`config.mk`:
```
export PLATFORM = sky130hd
export DESIGN_NAME = fetch_unit
export DESIGN_NICKNAME = d
export VERILOG_FILES = /design/src/rtl/fetch_unit.sv
export SDC_FILE = /design/constraint.sdc
export NUM_CORES = 1
export LEC_CHECK = 0
export CORE_ASPECT_RATIO = 1.2
export CORE_MARGIN = 2
export CORE_UTILIZATION = 28
export CTS_CLUSTER_SIZE = 30
export DETAILED_ROUTE_END_ITERATION = 10
export GPL_TIMING_DRIVEN = 1
export PLACE_DENSITY = 0.52
export SKIP_LAST_GASP = 1
export SLEW_MARGIN = 20
export SYNTH_ARGS = -nofsm -noshare
export SYNTH_HDL_FRONTEND = slang
export SYNTH_SLANG_ARGS = --single-unit
```
`constraint.sdc`:
```
create_clock -name clk -period 2.2 [get_ports clk]
set_clock_uncertainty 0.2 [all_clocks]
set_input_delay 0.22 -clock clk [delete_from_list [all_inputs] [get_ports clk]]
set_output_delay 0.22 -clock clk [all_outputs]
set_load 0.005 [all_outputs]
```
`src/rtl/fetch_unit.sv`:
```
// Instruction-fetch initiator: sequential word fetches with one outstanding request,
// a small {pc, instr} buffer toward decode, and redirect-driven flush/discard.
module fetch_unit #(
    parameter logic [31:0] RESET_PC   = 32'h0000_0000,
    parameter int unsigned FIFO_DEPTH = 2
) (
    input  logic        clk,
    input  logic        rst_n,
    output logic        instr_enable,
    input  logic        instr_valid,
    output logic [31:0] instr_addr,
    input  logic [31:0] instr_result,
    input  logic        redirect,
    input  logic [31:0] redirect_pc,
    output logic        out_valid,
    input  logic        out_ready,
    output logic [31:0] out_instr,
    output logic [31:0] out_pc,
    output logic        out_misaligned
);

    localparam int unsigned PTR_W = $clog2(FIFO_DEPTH);
    localparam int unsigned CNT_W = PTR_W + 1;

    localparam logic [1:0] S_IDLE = 2'd0;
    localparam logic [1:0] S_REQ  = 2'd1;
    localparam logic [1:0] S_DROP = 2'd2;

    logic [1:0]       r_state;
    logic [31:0]      r_fetch_pc;
    logic             r_en;
    logic [31:0]      r_addr;
    logic [31:0]      r_mem_pc    [FIFO_DEPTH];
    logic [31:0]      r_mem_instr [FIFO_DEPTH];
    logic [PTR_W-1:0] r_wr_ptr;
    logic [PTR_W-1:0] r_rd_ptr;
    logic [CNT_W-1:0] r_count;
    logic             r_out_valid;

    logic [1:0]       w_state_nxt;
    logic [31:0]      w_fetch_pc_nxt;
    logic             w_en_nxt;
    logic [31:0]      w_addr_nxt;
    logic             w_push;
    logic             w_pop;
    logic [CNT_W-1:0] w_count_nxt;

    // Next-state and fetch control; the enable drops only after a response is seen
    always_comb begin
        w_state_nxt    = r_state;
        w_fetch_pc_nxt = r_fetch_pc;
        w_en_nxt       = r_en;
        w_addr_nxt     = r_addr;
        w_push         = 1'b0;
        case (r_state)
            S_IDLE: begin
                if (redirect) begin
                    w_fetch_pc_nxt = redirect_pc;
                end else if ((r_count < CNT_W'(FIFO_DEPTH)) && (r_fetch_pc[1:0] == 2'b00)) begin
                    w_state_nxt = S_REQ;
                    w_en_nxt    = 1'b1;
                    w_addr_nxt  = r_fetch_pc;
                end
            end
            S_REQ: begin
                if (instr_valid) begin
                    w_state_nxt = S_IDLE;
                    w_en_nxt    = 1'b0;
                    if (redirect) begin
                        w_fetch_pc_nxt = redirect_pc;
                    end else begin
                        w_push         = 1'b1;
                        w_fetch_pc_nxt = r_fetch_pc + 32'd4;
                    end
                end else if (redirect) begin
                    w_fetch_pc_nxt = redirect_pc;
                    w_state_nxt    = S_DROP;
                end
            end
            S_DROP: begin
                if (redirect) begin
                    w_fetch_pc_nxt = redirect_pc;
                end
                if (instr_valid) begin
                    w_state_nxt = S_IDLE;
                    w_en_nxt    = 1'b0;
                end
            end
            default: begin
                w_state_nxt = S_IDLE;
                w_en_nxt    = 1'b0;
            end
        endcase
    end

    // Buffer occupancy; a redirect flushes and overrides any same-cycle pop
    always_comb begin
        w_pop       = r_out_valid && out_ready && !redirect;
        w_count_nxt = r_count;
        if (redirect) begin
            w_count_nxt = '0;
        end else if (w_push && !w_pop) begin
            w_count_nxt = r_count + CNT_W'(1);
        end else if (!w_push && w_pop) begin
            w_count_nxt = r_count - CNT_W'(1);
        end
    end

    always_ff @(posedge clk or negedge rst_n) begin
        if (!rst_n) begin
            r_state     <= S_IDLE;
            r_fetch_pc  <= RESET_PC;
            r_en        <= 1'b0;
            r_addr      <= '0;
            r_wr_ptr    <= '0;
            r_rd_ptr    <= '0;
            r_count     <= '0;
            r_out_valid <= 1'b0;
            for (int i = 0; i < int'(FIFO_DEPTH); i++) begin
                r_mem_pc[i]    <= '0;
                r_mem_instr[i] <= '0;
            end
        end else begin
            r_state     <= w_state_nxt;
            r_fetch_pc  <= w_fetch_pc_nxt;
            r_en        <= w_en_nxt;
            r_addr      <= w_addr_nxt;
            r_count     <= w_count_nxt;
            r_out_valid <= (w_count_nxt != '0);
            if (redirect) begin
                r_wr_ptr <= '0;
                r_rd_ptr <= '0;
            end else begin
                if (w_push) begin
                    r_mem_pc[r_wr_ptr]    <= r_fetch_pc;
                    r_mem_instr[r_wr_ptr] <= instr_result;
                    r_wr_ptr              <= r_wr_ptr + PTR_W'(1);
                end
                if (w_pop) begin
                    r_rd_ptr <= r_rd_ptr + PTR_W'(1);
                end
            end
        end
    end

    assign instr_enable   = r_en;
    assign instr_addr     = r_addr;
    assign out_valid      = r_out_valid;
    assign out_instr      = r_mem_instr[r_rd_ptr];
    assign out_pc         = r_mem_pc[r_rd_ptr];
    assign out_misaligned = (r_fetch_pc[1:0] != 2'b00);

endmodule

```
[Word-level counts from Yosys, hierarchy flattened]
Cells that the tools add are included.
W data, S select, Z words.
Operators by class
  add/subtract/negate cells: 5
  multiply operators: 0
  divide/modulo/power cells: 0
  order comparisons: 4
  eq/ne operators: 7
  shifts and indexed selects: 0
  muxes and demuxes: 34
  bitwise gates (word level): 3
  reduce and logical (&&, ||, !) cells: 22
Operator list (count)
  $mux W32: 10
  $bwmux W64: 2
  $pmux W32 S2: 1
  $add A32 B3 Y32 const B: 1
  $demux W32 S1: 1
  $mux W2: 8
  $mux W1: 10
  $reduce_bool A2 Y1: 5
  $logic_and A1 B1 Y1: 6
  $ne A2 B2 Y1 const B: 3
  $pmux W2 S3: 1
  $reduce_and A3 Y1: 2
  $ge A2 B2 Y1 const B: 2
  $logic_not A2 Y1: 2
  $not A1 Y2: 2
  $reduce_and A4 Y1: 1
  $reduce_or A2 Y1: 2
  $logic_not A1 Y1: 3
  $ne A3 B3 Y1 const B: 1
  $add A1 B1 Y1 const B: 2
  $add A2 B1 Y2 const B: 1
  $eq A2 B1 Y1 const B: 1
  $eq A2 B2 Y1 const B: 1
  $lt A2 B1 Y1 const B: 1
  6 further kinds: 6
Storage, ports and cells
  bits in registers: 200
  latch bits: 0
  RAM bits: 0
  ROM bits: 0
  input bits: 69
  word-level logic and storage cells: 87
  memories kept: 0

[Logic depth before layout (Yosys ltp)]
Gate-level depths: netlist of run 1.
  depth after elaboration: 9
  mapped depth: 8

[Worst setup path before layout of run 1]
OpenSTA, ideal clock, no wires.
  path type: reg2reg
  start point: reg r_state[0]
  end point: reg r_fetch_pc[13]
  setup time: 133 ps
  data arrival time: 2042 ps
  required time: 1867 ps
  path slack: -175 ps
  stages on the path, launching flop included: 9
  period minus slack after synthesis: 2375 ps
  cell sequence: dfrtp_1 > inv_1 > ha_1 > or3b_1 > buf_2 > nor4_4 > nand2_1 > nor4b_1 > a211oi_1
On the way
  word-level cells in the longest chain between the ends: 3
  elaborated cells between the ends (all ways): 6
Ends and longest elaborated chain
  from (decl): line 29  | logic [1:0] r_state;
  from (signal assigned): line 124  | r_state <= w_state_nxt;
  $eq A2 B2 Y1 or $logic_not A2 Y1 (tied branches): line 55  | case (r_state)
  $reduce_or A2 Y1 (no source line)
  $pmux W32 S2 or $reduce_bool A2 Y1 (tied branches)
  to (signal assigned): line 125  | r_fetch_pc <= w_fetch_pc_nxt;
  to (decl): line 30  | logic [31:0] r_fetch_pc;
Parallel ways exist; a longest one is shown, timed or not.
A chain may end at the register's enable or synchronous reset.

[Final worst setup path of run 1]
  start point: reg r_rd_ptr
  end point: out out_pc[9]
On the way
  word-level cells in the longest chain between the ends: 4
Ends and longest elaborated chain
  from (decl): line 36  | logic [PTR_W-1:0] r_rd_ptr;
  from (signal assigned): line 140  | r_rd_ptr <= r_rd_ptr + PTR_W'(1);
  $not A1 Y2 (implied by the code): line 150  | assign out_pc = r_mem_pc[r_rd_ptr];
  $mux W32 (implied by the code) (3 in a row): line 150
  to (decl): line 18  | output logic [31:0] out_pc,
Every way passes these cells. The select of a mux whose other input is x is not followed.

==> out/results.tsv, run 1 <==
stage	metric	value	unit
status	status	finished, violations left	
status	violations	setup timing	
clock_network	cts_setup_buffers	0	
detailed_routing	route.detailed.drc	0	
global_route	grt_use_met3	2.68	%
pwr	vdd_drop_max	0.000523	V
setup_path	cp_cell_sequence	buf_16 > mux2_2 > clkdlybuf4s50_1	
sta	setup_ws	-0.227	ns
floorplan	row_count	72	
global_route	antenna_found_initial	2	
synth	ys_seq_area_share	54.6	%
setup_path	slowest_stage	clkdlybuf4s50_1	
global_route	grt_pass1_wl	38.3	mm
sta	maxSlewHeadroom	68.9	%
setup_path	cpPeakStageDelay	0.51	ns
setup_path	worstReg2RegStart	r_state[0]	
setup_path	worst-r2r-cell-count	7	
clock_network	clock_latency	0.44	ns
final_layout	final_common_cell	mux2_2	
placed_design	dp_hpwl	17.1	mm
floorplan	start_util	28.4	%
detailed_routing	drt_iter0_markers	318	
setup_path	start_kind	flip-flop	
synth	ys_seq_elements	200	
synth	synth_ff_type	dfrtp_1	
clock_network	cts_buffers	17	
global_route	gr-total-overflow	0	
sta	min_period_over_period	110	%
detailed_routing	viasPerCell	4.81	
sta	grt_setup_unrepaired	true	
floorplan	placeableCoreArea	0.0323	mm²
sta	fin_crit	2.43	ns
global_route	met1_usage	19.6	%
synth	ys.warnings.count	0	
setup_path	rrSetupSlack	0.09	ns
setup_path	r2r_end	r_fetch_pc[16]	
final_layout	nets	988	
global_route	met2_usage	23.8	%
setup_path	cp_max_fo	35	
synth	async_reset_ff_share	100	%
global_route	grt.busiest_layer	met2	
sta	hold_violations	0	
detailed_routing	dr.pass1.iters	4	
pwr	leakagePower	5.40	nW
synth	syn_inst	709	
sta	tightestPinTransition	0.466	ns
synth	syn_area	0.00917	mm²
global_route	grt_start_max_net_pins	57	
clock_network	clk_pin_slew	0.08	ns
detailed_routing	ant_nets	0	
setup_path	crit_type	flip-flop to output port	
synth	synth_nets	783	
detailed_routing	post_drt_wl_per_cell	18.2	µm
synth	syn_area_per_cell	12.9	µm²
global_route	grtUsageTotal	14.5	%
final_layout	fillerInstances	3127	
final_layout	syn2layout_area_growth	36.0	%
setup_path	crit_cells	3	
detailed_routing	wl	24.3	mm
floorplan	die_h	202	µm
synth	synth-edff-count	0	
setup_path	cp.arrival	2.01	ns
sta	setup_violations	64	
placed_design	portBuffers	167	
final_layout	final_util	38.7	%
setup_path	startpoint	r_rd_ptr	
clock_network	cts_tree	yes	
detailed_routing	vias	6424	
setup_path	endpoint_kind	output port	
pwr	finalPower	14.9	mW
pwr	p_per_area	1200	mW/mm²
run	drv_cap	0	
global_route	first_global_vias	6728	
setup_path	path_delay_family	buffers and inverters	
final_layout	drive_above_1_share	36.6	%
floorplan	die_area	0.0342	mm²
clock_network	root_buffer	clkbuf_16	
synth	ys_types	55	
clock_network	cts.sinks	200	
worst_hold_path	hold_path_class	primary input to asynchronous set/reset pin	
floorplan	die_x	169	µm
floorplan	io_pins	168	
setup_path	critPathCapture	out_pc[9]	
clock_network	clockBufferDepth	2	
setup_path	worstPathRequired	1.78	ns
sta	finalMaxSlewViolations	0	
setup_path	crit_buf_inv	2	
sta	fmax	0.412	GHz
placed_design	gp_congestion	0.761	
final_layout	final_cell_mix	215 x mux2_2, 199 x dfrtp_1, 166 x clkdlybuf4s50_1, 55 x buf_4, 28 x nand2_1	
clock_network	cts_max_level	4	
## cells by family (layout without fill, tap and decap cells)
| group | count (synthesis) | count (layout) | synth area share, % |
|---|---|---|---|
| DFF | 200 | 200 | 54.6 |
| buffers and inverters | 57 | 275 | 2.58 |
| and+or+nand+nor | 128 | 128 | 7.72 |
| xor gates and xnor gates | 5 | 5 | 0.478 |
| muxes | 227 | 227 | 27.7 |
| adders and majority gates | 5 | 5 | 0.682 |
| other | 0 | 2 | 0 |
| AOI/OAI and AO/OA | 87 | 87 | 6.24 |
## cell type report
| class | instances | area [µm²] | area share [%] |
|---|---|---|---|
| Multi-Input combinational cell | 452 | 3990 | 32.0 |
| Sequential cell | 200 | 5010 | 40.2 |
| Clock buffer | 17 | 425 | 3.41 |
| Clock inverter | 15 | 158 | 1.26 |
| Tap cell | 407 | 509 | 4.08 |
| Inverter | 8 | 31.3 | 0.251 |
| Timing Repair Buffer | 235 | 2340 | 18.8 |
| Antenna cell | 2 | 5.00 | 0.0401 |
## how the worst min path moves through the flow
stage,startpoint,endpoint,slack (ns)
CTS,rst_n,instr_addr[18],0.1
floorplan,rst_n,instr_addr[0],-0.28
global placement,rst_n,r_mem_pc[16],-0.003
global route,rst_n,instr_addr[18],0.12
detailed placement,rst_n,instr_addr[16],-0.009
finish,rst_n,instr_addr[18],0.11
## through the flow
step	instance area, µm²	setup TNS, ns	worst slack [ns]	hold WS (ns)	cells
finish	12500	-10.84	-0.227	0.106	1336
global route	12500	-15.94	-0.297	0.123	1336
CTS	12400	-13.70	-0.266	0.0964	1334
detailed placement	11800	-5.99	-0.176	-0.00946	1301
global placement	11800	-2.79	-0.143	-0.00341	1301
floorplan	9200	0	0.00860	-0.276	709
## flip-flops by register name (all words and copies together) (netlist names)
name,flops
instr_addr,32
instr_enable,1
out_valid,1
r_count,2
r_fetch_pc,32
r_mem_instr,64
r_mem_pc,64
r_rd_ptr,1
r_state,2
r_wr_ptr,1
## routing by layer
metal,up-vias,routed length (µm)
met5,-,0
met4,0,301
li1,2997,-
met2,168,11600
met3,19,882
met1,3240,11500
## power by group
group          internal [mW]  switching (mW)  leakage (nW)
Sequential              5.10           0.808          2.51
Clock                   1.62            1.58         0.280
Combinational           3.79            2.02          2.61
## cells in the mapped netlist, types with 4 or more instances
library cell / n / area (µm²)
dfrtp_1: 200 / 5000
xor2_1: 4 / 35.0
buf_2: 17 / 85.1
nand2_1: 30 / 113
nor3_1: 6 / 30.0
and3_1: 5 / 31.3
ha_1: 5 / 62.6
o22ai_1: 9 / 56.3
mux2_2: 215 / 2420
clkbuf_1: 26 / 97.6
and4_1: 4 / 35.0
inv_1: 7 / 26.3
nand4_1: 11 / 68.8
and2_1: 4 / 25.0
a22oi_1: 17 / 128
mux2i_1: 12 / 120
o21ai_0: 22 / 110
a21oi_1: 14 / 70.1
a31oi_1: 5 / 31.3
nand3_1: 18 / 90.1
buf_1: 5 / 18.8
nor2_1: 27 / 101
## worst register-to-register path, delay by kind of cell (launching register included)
family / cells / cell delay, ns
AO/OA/AOI/OAI: 2 / 0.37
adder cells (fa/ha/maj): 1 / 0.37
buffers and inverters: 3 / 0.57
flip-flops: 1 / 0.37
AND/OR/NAND/NOR: 1 / 0.17
## what timing repair did
action                                  CTS  global route
hold endpoints to repair                200             0
resized for setup                         4             6
hold buffers                              1             0
endpoints found under the setup margin   66            74
pin swaps                                 0             2
Note: power is estimated with default switching activity, not from simulation.
==> inputs of run 2 (changes only) <==
--- a/config.mk
+++ b/config.mk
@@ -7,11 +7,11 @@
 export LEC_CHECK = 0
 export CORE_ASPECT_RATIO = 1.2
 export CORE_MARGIN = 2
-export CORE_UTILIZATION = 28
+export CORE_UTILIZATION = 48
 export CTS_CLUSTER_SIZE = 30
 export DETAILED_ROUTE_END_ITERATION = 10
 export GPL_TIMING_DRIVEN = 1
-export PLACE_DENSITY = 0.52
+export PLACE_DENSITY = 0.79
 export SKIP_LAST_GASP = 1
 export SLEW_MARGIN = 20
 export SYNTH_ARGS = -nofsm -noshare
==> run 2 against run 1 <==
- design area decreased by 0.18%
- critical endpoint unchanged
- largest cell class unchanged
- largest power group unchanged
- routed wire length decreased by 8.5%
- the flow still finishes with violations (setup timing)
- worst hold slack got worse by 0.072 ns
- count of clock-buffer cells in the layout increased by 6
==> out/results.tsv, run 2 (synthesis results as in run 1) <==
stage	metric	value	unit	change
detailed_routing	viasPerCell	5.46		was 4.81
worst_hold_path	hold_path_class	primary input to asynchronous set/reset pin		unchanged
final_layout	final-instance-count-excl-fill	1205		was 1336
sta	finalMaxSlewViolations	0		unchanged
floorplan	die_h	155	µm	was 202 µm
global_route	first_global_vias	6893		was 6728
floorplan	io_pins	168		unchanged
pwr	finalPower	14.6	mW	was 14.9 mW
global_route	grt_start_max_net_pins	64		was 57
sta	setup_violations	28		was 64
pwr	power_frac_clock	21.0	%	was 21.4%
final_layout	fillerInstances	1391		was 3127
setup_path	slowest_stage	dfrtp_4		was clkdlybuf4s50_1
setup_path	path_delay_family	buffers and inverters		unchanged
clock_network	clockBufferDepth	2		unchanged
detailed_routing	ant_nets	0		unchanged
floorplan	row_count	55		was 72
floorplan	placeableCoreArea	0.0188	mm²	was 0.0323 mm²
setup_path	endpoint_kind	output port		unchanged
final_layout	stdcell_area	0.0124	mm²	was 0.0125 mm²
global_route	grtUsageTotal	22.6	%	was 14.5%
clock_network	cts.sinks	200		unchanged
setup_path	crit_cells	5		was 3
sta	fin_crit	2.24	ns	was 2.43 ns
placed_design	placed_cell_area	0.0118	mm²	about the same
placed_design	portBuffers	167		unchanged
clock_network	cts_tree	yes		unchanged
clock_network	clk_pin_slew	0.07	ns	was 0.08 ns
pwr	switching_share	29.2	%	was 29.6%
setup_path	crit_top_cell	buf_12		
placed_design	dp_hpwl	15.6	mm	was 17.1 mm
placed_design	gp_congestion	0.839		was 0.761
sta	worst_hold_slack	0.0339	ns	was 0.106 ns
setup_path	crit_buf_inv	4		was 2
floorplan	die_area	0.0202	mm²	was 0.0342 mm²
setup_path	cp_cell_sequence	buf_12 > buf_12 > buf_8 > mux2_4 > buf_6		was buf_16 > mux2_2 > clkdlybuf4s50_1
final_layout	reg_top3	r_mem_instr x64, r_mem_pc x64		unchanged
setup_path	critPathCapture	out_pc[9]		unchanged
pwr	pwr-share-seq	40.7	%	was 39.6%
sta	hold_violations	0		unchanged
pwr	vdd_drop_max	0.000573	V	was 0.000523 V
clock_network	clock_latency	0.43	ns	was 0.44 ns
status	status	finished, violations left		unchanged
final_layout	syn2layout_area_growth	35.8	%	was 36.0%
setup_path	crit_type	flip-flop to output port		unchanged
global_route	gr-total-overflow	0		unchanged
final_layout	drive_above_1_share	42.5	%	was 36.6%
detailed_routing	wl	22.3	mm	was 24.3 mm
final_layout	final_util	66.3	%	was 38.7%
final_layout	multi_input_area	0.00401	mm²	was 0.00399 mm²
detailed_routing	vias	6585		was 6424
sta	tightestPinTransition	0.405	ns	was 0.466 ns
sta	maxSlewHeadroom	73.0	%	was 68.9%
pwr	switching_power	4.25	mW	was 4.41 mW
setup_path	startpoint	r_rd_ptr		unchanged
sta	min_period_over_period	102	%	was 110%
sta	fmax	0.446	GHz	was 0.412 GHz
sta	grt_setup_unrepaired	true		unchanged
detailed_routing	dr.pass1.iters	5		was 4
setup_path	worstReg2RegStart	r_state[1]		was r_state[0]
final_layout	final_common_cell	mux2_2		unchanged
placed_design	dp_cells	1157		was 1301
floorplan	die_x	130	µm	was 169 µm
setup_path	r2r_end	r_fetch_pc[17]		was r_fetch_pc[16]
floorplan	start_util	48.8	%	was 28.4%
run	drv_cap	0		unchanged
sta	setup_ws	-0.0397	ns	was -0.227 ns
detailed_routing	drt_iter0_markers	268		was 318
setup_path	worstPathRequired	1.78	ns	about the same
detailed_routing	route.detailed.drc	0		unchanged
pwr	power.internal	10.3	mW	was 10.5 mW
detailed_routing	post_drt_wl_per_cell	18.5	µm	was 18.2 µm
setup_path	cp.arrival	1.82	ns	was 2.01 ns
clock_network	cts_buffers	17		unchanged
clock_network	cts_max_level	4		unchanged
clock_network	root_buffer	clkbuf_16		unchanged
global_route	antenna_found_initial	2		unchanged
global_route	grt_pass1_wl	35.6	mm	was 38.3 mm
status	violations	setup timing		unchanged
final_layout	nets	1009		was 988
setup_path	rrSetupSlack	0.05	ns	was 0.09 ns
setup_path	worst-r2r-cell-count	8		was 7
pwr	leakagePower	5.65	nW	was 5.40 nW
pwr	comb_power_share	38.3	%	was 39.0%
setup_path	cpPeakStageDelay	0.54	ns	was 0.51 ns
pwr	p_per_area	1170	mW/mm²	was 1200 mW/mm²
final_layout	final_cell_mix	211 x mux2_2, 199 x dfrtp_1, 102 x clkdlybuf4s50_1, 60 x buf_4, 29 x nand2_1		was 215 x mux2_2, 199 x dfrtp_1, 166 x clkdlybuf4s50_1, 55 x buf_4, 28 x nand2_1
setup_path	cp_max_fo	7		was 35
final_layout	layout.area.seq	0.00501	mm²	unchanged
setup_path	start_kind	flip-flop		unchanged
run 2: timing repair:
item | CTS | global route
pin swaps | 0 | 3
endpoints found under the hold margin | 200 | 0
endpoints found under the setup margin | 67 | 63
hold buffers | 1 | 0
resized for setup | 187 | 35
cloned | 2 | 1
buffers inserted | 11 | 1
run 2: worst min-delay path by stage:
stage	start	end	slack, ns	depth (start not counted)
after floorplan	rst_n	instr_addr[0]	-0.28	0
after global placement	rst_n	r_mem_instr[3]	-0.07	1
after detailed placement	rst_n	r_mem_instr[35]	-0.07	1
after CTS	rst_n	r_mem_instr[35]	0.04	2
after global routing	rst_n	r_mem_instr[3]	0.05	2
final	rst_n	r_mem_instr[35]	0.03	2
run 2: per-layer routing:
metal | global-route usage (%) | wire (µm) | vias up
li1 | - | - | 3044
met1 | 28.5 | 9390 | 3303
met2 | 38.1 | 11100 | 207
met3 | 5.85 | 1430 | 29
met4 | 7.22 | 391 | 2
met5 | 0 | 9 | -
run 2: area by class of cell:
class | count | share of cell area, %
multi-input combinational | 452 | 32.2
antenna | 1 | 0.0201
clock inverter | 9 | 0.724
inverter | 8 | 0.241
timing repair buffer | 256 | 20.1
clock buffer | 23 | 3.92
tap | 256 | 2.57
sequential | 200 | 40.2
run 2: power groups by stage:
stage	Clock, mW	Combinational, mW	Sequential, mW
after detailed placement	0	5.79	6.01
final	3.06	5.58	5.94
after CTS	3.14	5.72	5.94
after global placement	0	5.68	5.94
after floorplan	0	2.90	5.75
after global routing	3.28	6.06	6.13
run 2: stage by stage:
stage,TNS (ns),setup WS (ns)
2_1_floorplan,0,0.00860
4_1_cts,-1.13,-0.0641
5_1_grt,-1.97,-0.0808
6_report,-0.411,-0.0397
3_3_place_gp,-1.52,-0.107
3_5_place_dp,-1.61,-0.147
run 2: worst reg2reg max path, delay by kind of cell, from the launching register on:
| family | cells | cell delay (ns) |
|---|---|---|
| adder cells (fa/ha/maj) | 1 | 0.17 |
| AO/OA/AOI/OAI | 2 | 0.31 |
| flip-flops | 1 | 0.38 |
| AND/OR/NAND/NOR | 3 | 0.75 |
| buffers and inverters | 2 | 0.27 |
